===== src/rtl/bar_graph_renderer.sv =====
// N-bar spectrum renderer: latches amplitudes on each vsync falling edge,
// tracks per-bar peak-hold/decay and colours each pixel (registered output).
module bar_graph_renderer #(
  parameter int unsigned NUM_BARS = 10,
  parameter int unsigned AMP_W    = 9,
  parameter int unsigned BAR_W    = 53,
  parameter int unsigned GAP      = 10,
  parameter int unsigned X0       = 10,
  parameter int unsigned BASE_Y   = 480,
  parameter int unsigned PEAK_T   = 2,
  parameter int unsigned HOLD_FR  = 30,
  parameter int unsigned DECAY    = 2,
  parameter logic [11:0] BG_RGB   = 12'h008,
  parameter logic [11:0] FG_RGB   = 12'h800,
  parameter logic [11:0] PK_RGB   = 12'hFFF
) (
  input  logic                      Clk,
  input  logic                      Reset,
  input  logic                      VS,
  input  logic                      blank,
  input  logic [9:0]                DrawX,
  input  logic [9:0]                DrawY,
  input  logic [NUM_BARS*AMP_W-1:0] amp_in,
  input  logic [NUM_BARS-1:0]       bar_en,
  input  logic                      peak_en,
  output logic                      frame_tick,
  output logic [3:0]                VGA_R,
  output logic [3:0]                VGA_G,
  output logic [3:0]                VGA_B
);

  localparam int unsigned CW = 11;
  localparam int unsigned HW = (HOLD_FR > 0) ? $clog2(HOLD_FR + 1) : 1;

  logic                         vs_q;
  logic [NUM_BARS-1:0][CW-1:0]  amp_q,  amp_d;
  logic [NUM_BARS-1:0][CW-1:0]  peak_q, peak_d;
  logic [NUM_BARS-1:0][HW-1:0]  hold_q, hold_d;
  logic [11:0]                  rgb_q,  rgb_d;

  logic [CW-1:0] raw, amp_a, dec;
  logic [CW-1:0] x, y, left, top_f, top_p, lo_p;
  logic          col, fill_hit, mark_hit;

  // Falling-edge detect on vsync; suppressed while reset is held.
  assign frame_tick = vs_q & ~VS & ~Reset;

  // Per-bar latch, peak-hold and decay, all evaluated only in the tick cycle.
  always_comb begin : bar_next
    amp_d  = amp_q;
    peak_d = peak_q;
    hold_d = hold_q;
    raw    = '0;
    amp_a  = '0;
    dec    = '0;
    if (frame_tick) begin
      for (int unsigned i = 0; i < NUM_BARS; i++) begin
        raw   = CW'(amp_in[i*AMP_W +: AMP_W]);
        amp_a = !bar_en[i] ? '0 : ((raw > CW'(BASE_Y)) ? CW'(BASE_Y) : raw);
        dec   = (peak_q[i] > CW'(DECAY)) ? peak_q[i] - CW'(DECAY) : '0;
        amp_d[i] = amp_a;
        if (amp_a >= peak_q[i]) begin
          peak_d[i] = amp_a;
          hold_d[i] = HW'(HOLD_FR);
        end else if (hold_q[i] != '0) begin
          hold_d[i] = hold_q[i] - HW'(1);
        end else begin
          peak_d[i] = (dec > amp_a) ? dec : amp_a;
        end
      end
    end
  end

  // Pixel classification from latched state; marker wins over fill.
  always_comb begin : pixel_next
    x        = CW'(DrawX);
    y        = CW'(DrawY);
    left     = '0;
    top_f    = '0;
    top_p    = '0;
    lo_p     = '0;
    col      = 1'b0;
    fill_hit = 1'b0;
    mark_hit = 1'b0;
    for (int unsigned i = 0; i < NUM_BARS; i++) begin
      left  = CW'(X0 + i * (BAR_W + GAP));
      col   = (x >= left) && (x <= left + CW'(BAR_W - 1));
      top_f = CW'(BASE_Y) - amp_q[i];
      top_p = CW'(BASE_Y) - peak_q[i];
      lo_p  = (top_p >= CW'(PEAK_T)) ? top_p - CW'(PEAK_T) : '0;
      if (col && (amp_q[i] != '0) && (y >= top_f) && (y < CW'(BASE_Y)))
        fill_hit = 1'b1;
      if (col && peak_en && (peak_q[i] != '0) && (y >= lo_p) && (y < top_p))
        mark_hit = 1'b1;
    end
    if (!blank)        rgb_d = '0;
    else if (mark_hit) rgb_d = PK_RGB;
    else if (fill_hit) rgb_d = FG_RGB;
    else               rgb_d = BG_RGB;
  end

  always_ff @(posedge Clk) begin
    if (Reset) begin
      vs_q   <= 1'b1;
      amp_q  <= '0;
      peak_q <= '0;
      hold_q <= '0;
      rgb_q  <= '0;
    end else begin
      vs_q   <= VS;
      amp_q  <= amp_d;
      peak_q <= peak_d;
      hold_q <= hold_d;
      rgb_q  <= rgb_d;
    end
  end

  assign VGA_R = rgb_q[11:8];
  assign VGA_G = rgb_q[7:4];
  assign VGA_B = rgb_q[3:0];

endmodule

===== config.mk =====
export PLATFORM = sky130hd
export DESIGN_NAME = bar_graph_renderer
export DESIGN_NICKNAME = d
export VERILOG_FILES = /design/src/rtl/bar_graph_renderer.sv
export SDC_FILE = /design/constraint.sdc
export NUM_CORES = 2
export LEC_CHECK = 0
export ABC_AREA = 1
export CORE_UTILIZATION = 35
export DETAILED_ROUTE_END_ITERATION = 16
export PLACE_DENSITY_LB_ADDON = 0.15
export SETUP_SLACK_MARGIN = 0.4
export SLEW_MARGIN = 0
export SYNTH_ARGS = -nofsm -noshare
export SYNTH_HDL_FRONTEND = slang
export SYNTH_SLANG_ARGS = --single-unit

===== constraint.sdc =====
create_clock -name Clk -period 3.9 [get_ports Clk]
set_input_delay 0.39 -clock Clk [delete_from_list [all_inputs] [get_ports Clk]]
set_output_delay 0.39 -clock Clk [all_outputs]
set_load 0.1 [all_outputs]

==> flow_summary.yaml <==
clocking:
  postCtsHoldBufs: 0
  clockRootBuffer: "clkbuf_16"
  cts_buffers: 39
  clk_latency_ns: 0.59
  tritoncts: "done"
  cts_sinks: 254
  h-tree-depth: 2
  clockBufferDepth: 3
  cts.clk_slew.worst_paths_ns: 0.05
power_and_ir_drop:
  switching_share: 0.5409
  clkPwrFrac: 0.123
  switchingPower_mw: 16.66
  p_leak_nw: 18.78
  peakVddDrop_uv: 415.9
  combPwrFrac: 0.750
  power_per_cell_area_nw_per_um2: 807.3
  internal_power_mw: 14.14
  seqPwrFrac: 0.127
detailed_routing:
  wl_per_cell_um: 16.23
  drt_iter0_drc: 1767
  vias: 33160
  via_per_inst: 5.105
  finalWirelength_mm: 105.4
  first_pass_iters: 7
  ant_nets: 0
  drc: 0
logic_synthesis:
  synth_area_leaders: "ha_1, dfxtp_1, nand2_1"
  yosysWarnings: 0
  ys_ff_latch: 254
  syn-num-nets: 5723
  syn_avg_cell_area_um2: 6.405
  synth_cell_type_count: 68
  synth_top_flop_cell: "dfxtp_1"
  synth_edf_count: 0
  synth.most_common_cell: "nand2_1"
  synth_async_sr_flop_share: 0
  synth_area_leader_cell: "ha_1"
  yosysTopAreaCellShare: 0.2133
  yosysSeqAreaShare: 0.1573
  syn_area_um2: 32320
  syn_inst: 5047
  synthTopCellsByCount: "nand2_1, inv_1, ha_1, nand3_1, nor2_1"
worst_setup_path:
  r2r-end: "rgb_q[11]$_SDFF_PP0_"
  required_ns: 4.36
  r2r_cells: 30
  worstSetupStartpoint: "peak_q[23]$_SDFFE_PP0P_"
  path_class: "register to register"
  cp.arrival_ns: 3.89
  start_kind: "register"
  crit_path_max_incr_delay_ns: 0.36
  cp_max_fo: 4
  critical_path.endpoint: "rgb_q[11]$_SDFF_PP0_"
  rr_startpoint: "peak_q[23]$_SDFFE_PP0P_"
  crit_slowest_cell: "nor4_4"
  worst_path_most_repeated_cell: "nand2_1"
  rrSetupSlack_ns: 0.48
  end_kind: "register"
global_routing:
  grt-ovfl-total: 0
  grt_first_pass_wirelength_mm: 166.9
  grt_use_total: 0.2205
  antenna_found_initial: 7
  grt_max_degree: 95
  grt_pass1_vias: 31190
timing:
  fin_setup_tns_ns: 0
  final.period_utilization: 0.8780
  setup_viol: 0
  max_freq_ghz: 0.2920
  final_hold_viol_count: 0
  slew_viol_final: 0
  max-slew-margin-rel: 0.2378
  skew_ns: 0.02378
  rsz0062_at_grt: "yes"
  worst_pin_slew_ns: 1.140
  min_period_ns: 3.424
floorplan:
  rows: 111
  die_y_um: 305.9
  fp.coreArea_um2: 91520
  dieArea_um2: 93570
  start_util: 0.3532
  pin_count: 138
  dieWidth_um: 305.9
run_status:
  status: "finished clean"
placed_design:
  portBuffers: 137
  post-dp-hpwl_mm: 81.38
  place_congestion: 0.8991
  dp.cells: 6351
worst_hold_path:
  hold_path_startpoint: "Reset"
  hold_path.class: "input pin to register"
  hold_depth: 3
final_layout:
  drive_gt1_frac: 0.1243
  n_antenna_cell: 0
  area_growth_pct: 18.05
  final_net_count: 5957
  stdcell_count: 6494
flow_run:
  maxCapViolCount: 0
[kinds of logic after synthesis]
group,Yosys count,synth area share
AOI/OAI and AO/OA,796,0.1391
xor gates and xnor gates,186,0.05353
adders and majority gates,551,0.2133
buffers and inverters,783,0.09495
DFF,254,0.1573
and+or+nand+nor,2477,0.3418
[stage by stage]
| stage | power (mW) | hold WS, ns | setup slack (ns) | cell area [µm²] | utilization |
|---|---|---|---|---|---|
| finish | 30.81 | 0.05622 | 0.4757 | 38160 | 0.4169 |
| global route | 34.36 | 0.06724 | 0.1642 | 38160 | 0.4169 |
| CTS | 29.67 | 0.02006 | 0.3980 | 37070 | 0.4050 |
| detailed placement | 25.51 | 0.4392 | 0.01535 | 35380 | 0.3865 |
| global placement | 25.37 | 0.4346 | 0.08112 | 35380 | 0.3865 |
| floorplan | 20.39 | 0.4223 | 0.6017 | 32320 | - |
[worst min-delay path by stage]
stage / slack (ns) / end
after floorplan: 0.42 / hold_q[15]$_SDFFE_PP0P_
after global placement: 0.43 / hold_q[45]$_SDFFE_PP0P_
after detailed placement: 0.44 / hold_q[25]$_SDFFE_PP0P_
after CTS: 0.02 / vs_q$_SDFF_PP1_
after global routing: 0.07 / vs_q$_SDFF_PP1_
final: 0.06 / vs_q$_SDFF_PP1_
[metal layers]
metal / track usage / vias up / wire length [µm]
li1: - / 17340 / -
met1: 0.2927 / 15070 / 49520
met2: 0.3707 / 583 / 48280
met3: 0.02910 / 157 / 4781
met4: 0.06311 / 8 / 2793
met5: 0 / - / 44
[layout by cell type (no fill, tap or decap), types with 126 or more instances in the layout]
cell / instances
dfxtp_1: 223
nor2_1: 437
buf_4: 151
nand2_1: 1128
xor2_1: 131
a21oi_1: 300
nand3_1: 468
ha_1: 531
o21ai_0: 260
inv_1: 575
clkdlybuf4s50_1: 126
[critical path, delay by kind of cell (launching register included)]
| kind | cells | cell delay [ns] |
|---|---|---|
| AO/OA/AOI/OAI | 3 | 0.27 |
| AND/OR/NAND/NOR | 22 | 2.06 |
| buffers and inverters | 3 | 0.27 |
| flip-flops | 1 | 0.33 |
| adder cells (fa/ha/maj) | 2 | 0.41 |
[state kept, by name, indices dropped and copies added, names as in the netlist]
name	flops
amp_q	90
hold_q	50
peak_q	110
rgb_q	3
vs_q	1
[what timing repair did]
| action | CTS | global route |
|---|---|---|
| setup buffers | 15 | 53 |
| pin swaps | 9 | 68 |
| gates resized for setup | 71 | 184 |
| cloned | 2 | 5 |
| setup endpoints to repair | 6 | 56 |
[power by group through the flow]
| stage | combinational, mW | sequential (mW) | clock, mW |
|---|---|---|---|
| CTS | 21.9 | 3.87 | 3.89 |
| floorplan | 16.8 | 3.62 | 0 |
| detailed placement | 21.6 | 3.89 | 0 |
| global route | 26.4 | 4.01 | 3.98 |
| finish | 23.1 | 3.92 | 3.78 |
| global placement | 21.5 | 3.91 | 0 |
[layout make-up]
cell class,instances,area (µm²)
inverter,672,2566
clock inverter,17,234.0
timing repair inverter,1,5.005
fill,9721,53360
clock buffer,51,1104
sequential,254,5146
tap,1186,1484
multi-input combinational,4016,25000
timing repair buffer,297,2625
Note: power is estimated with default switching activity, not from simulation.
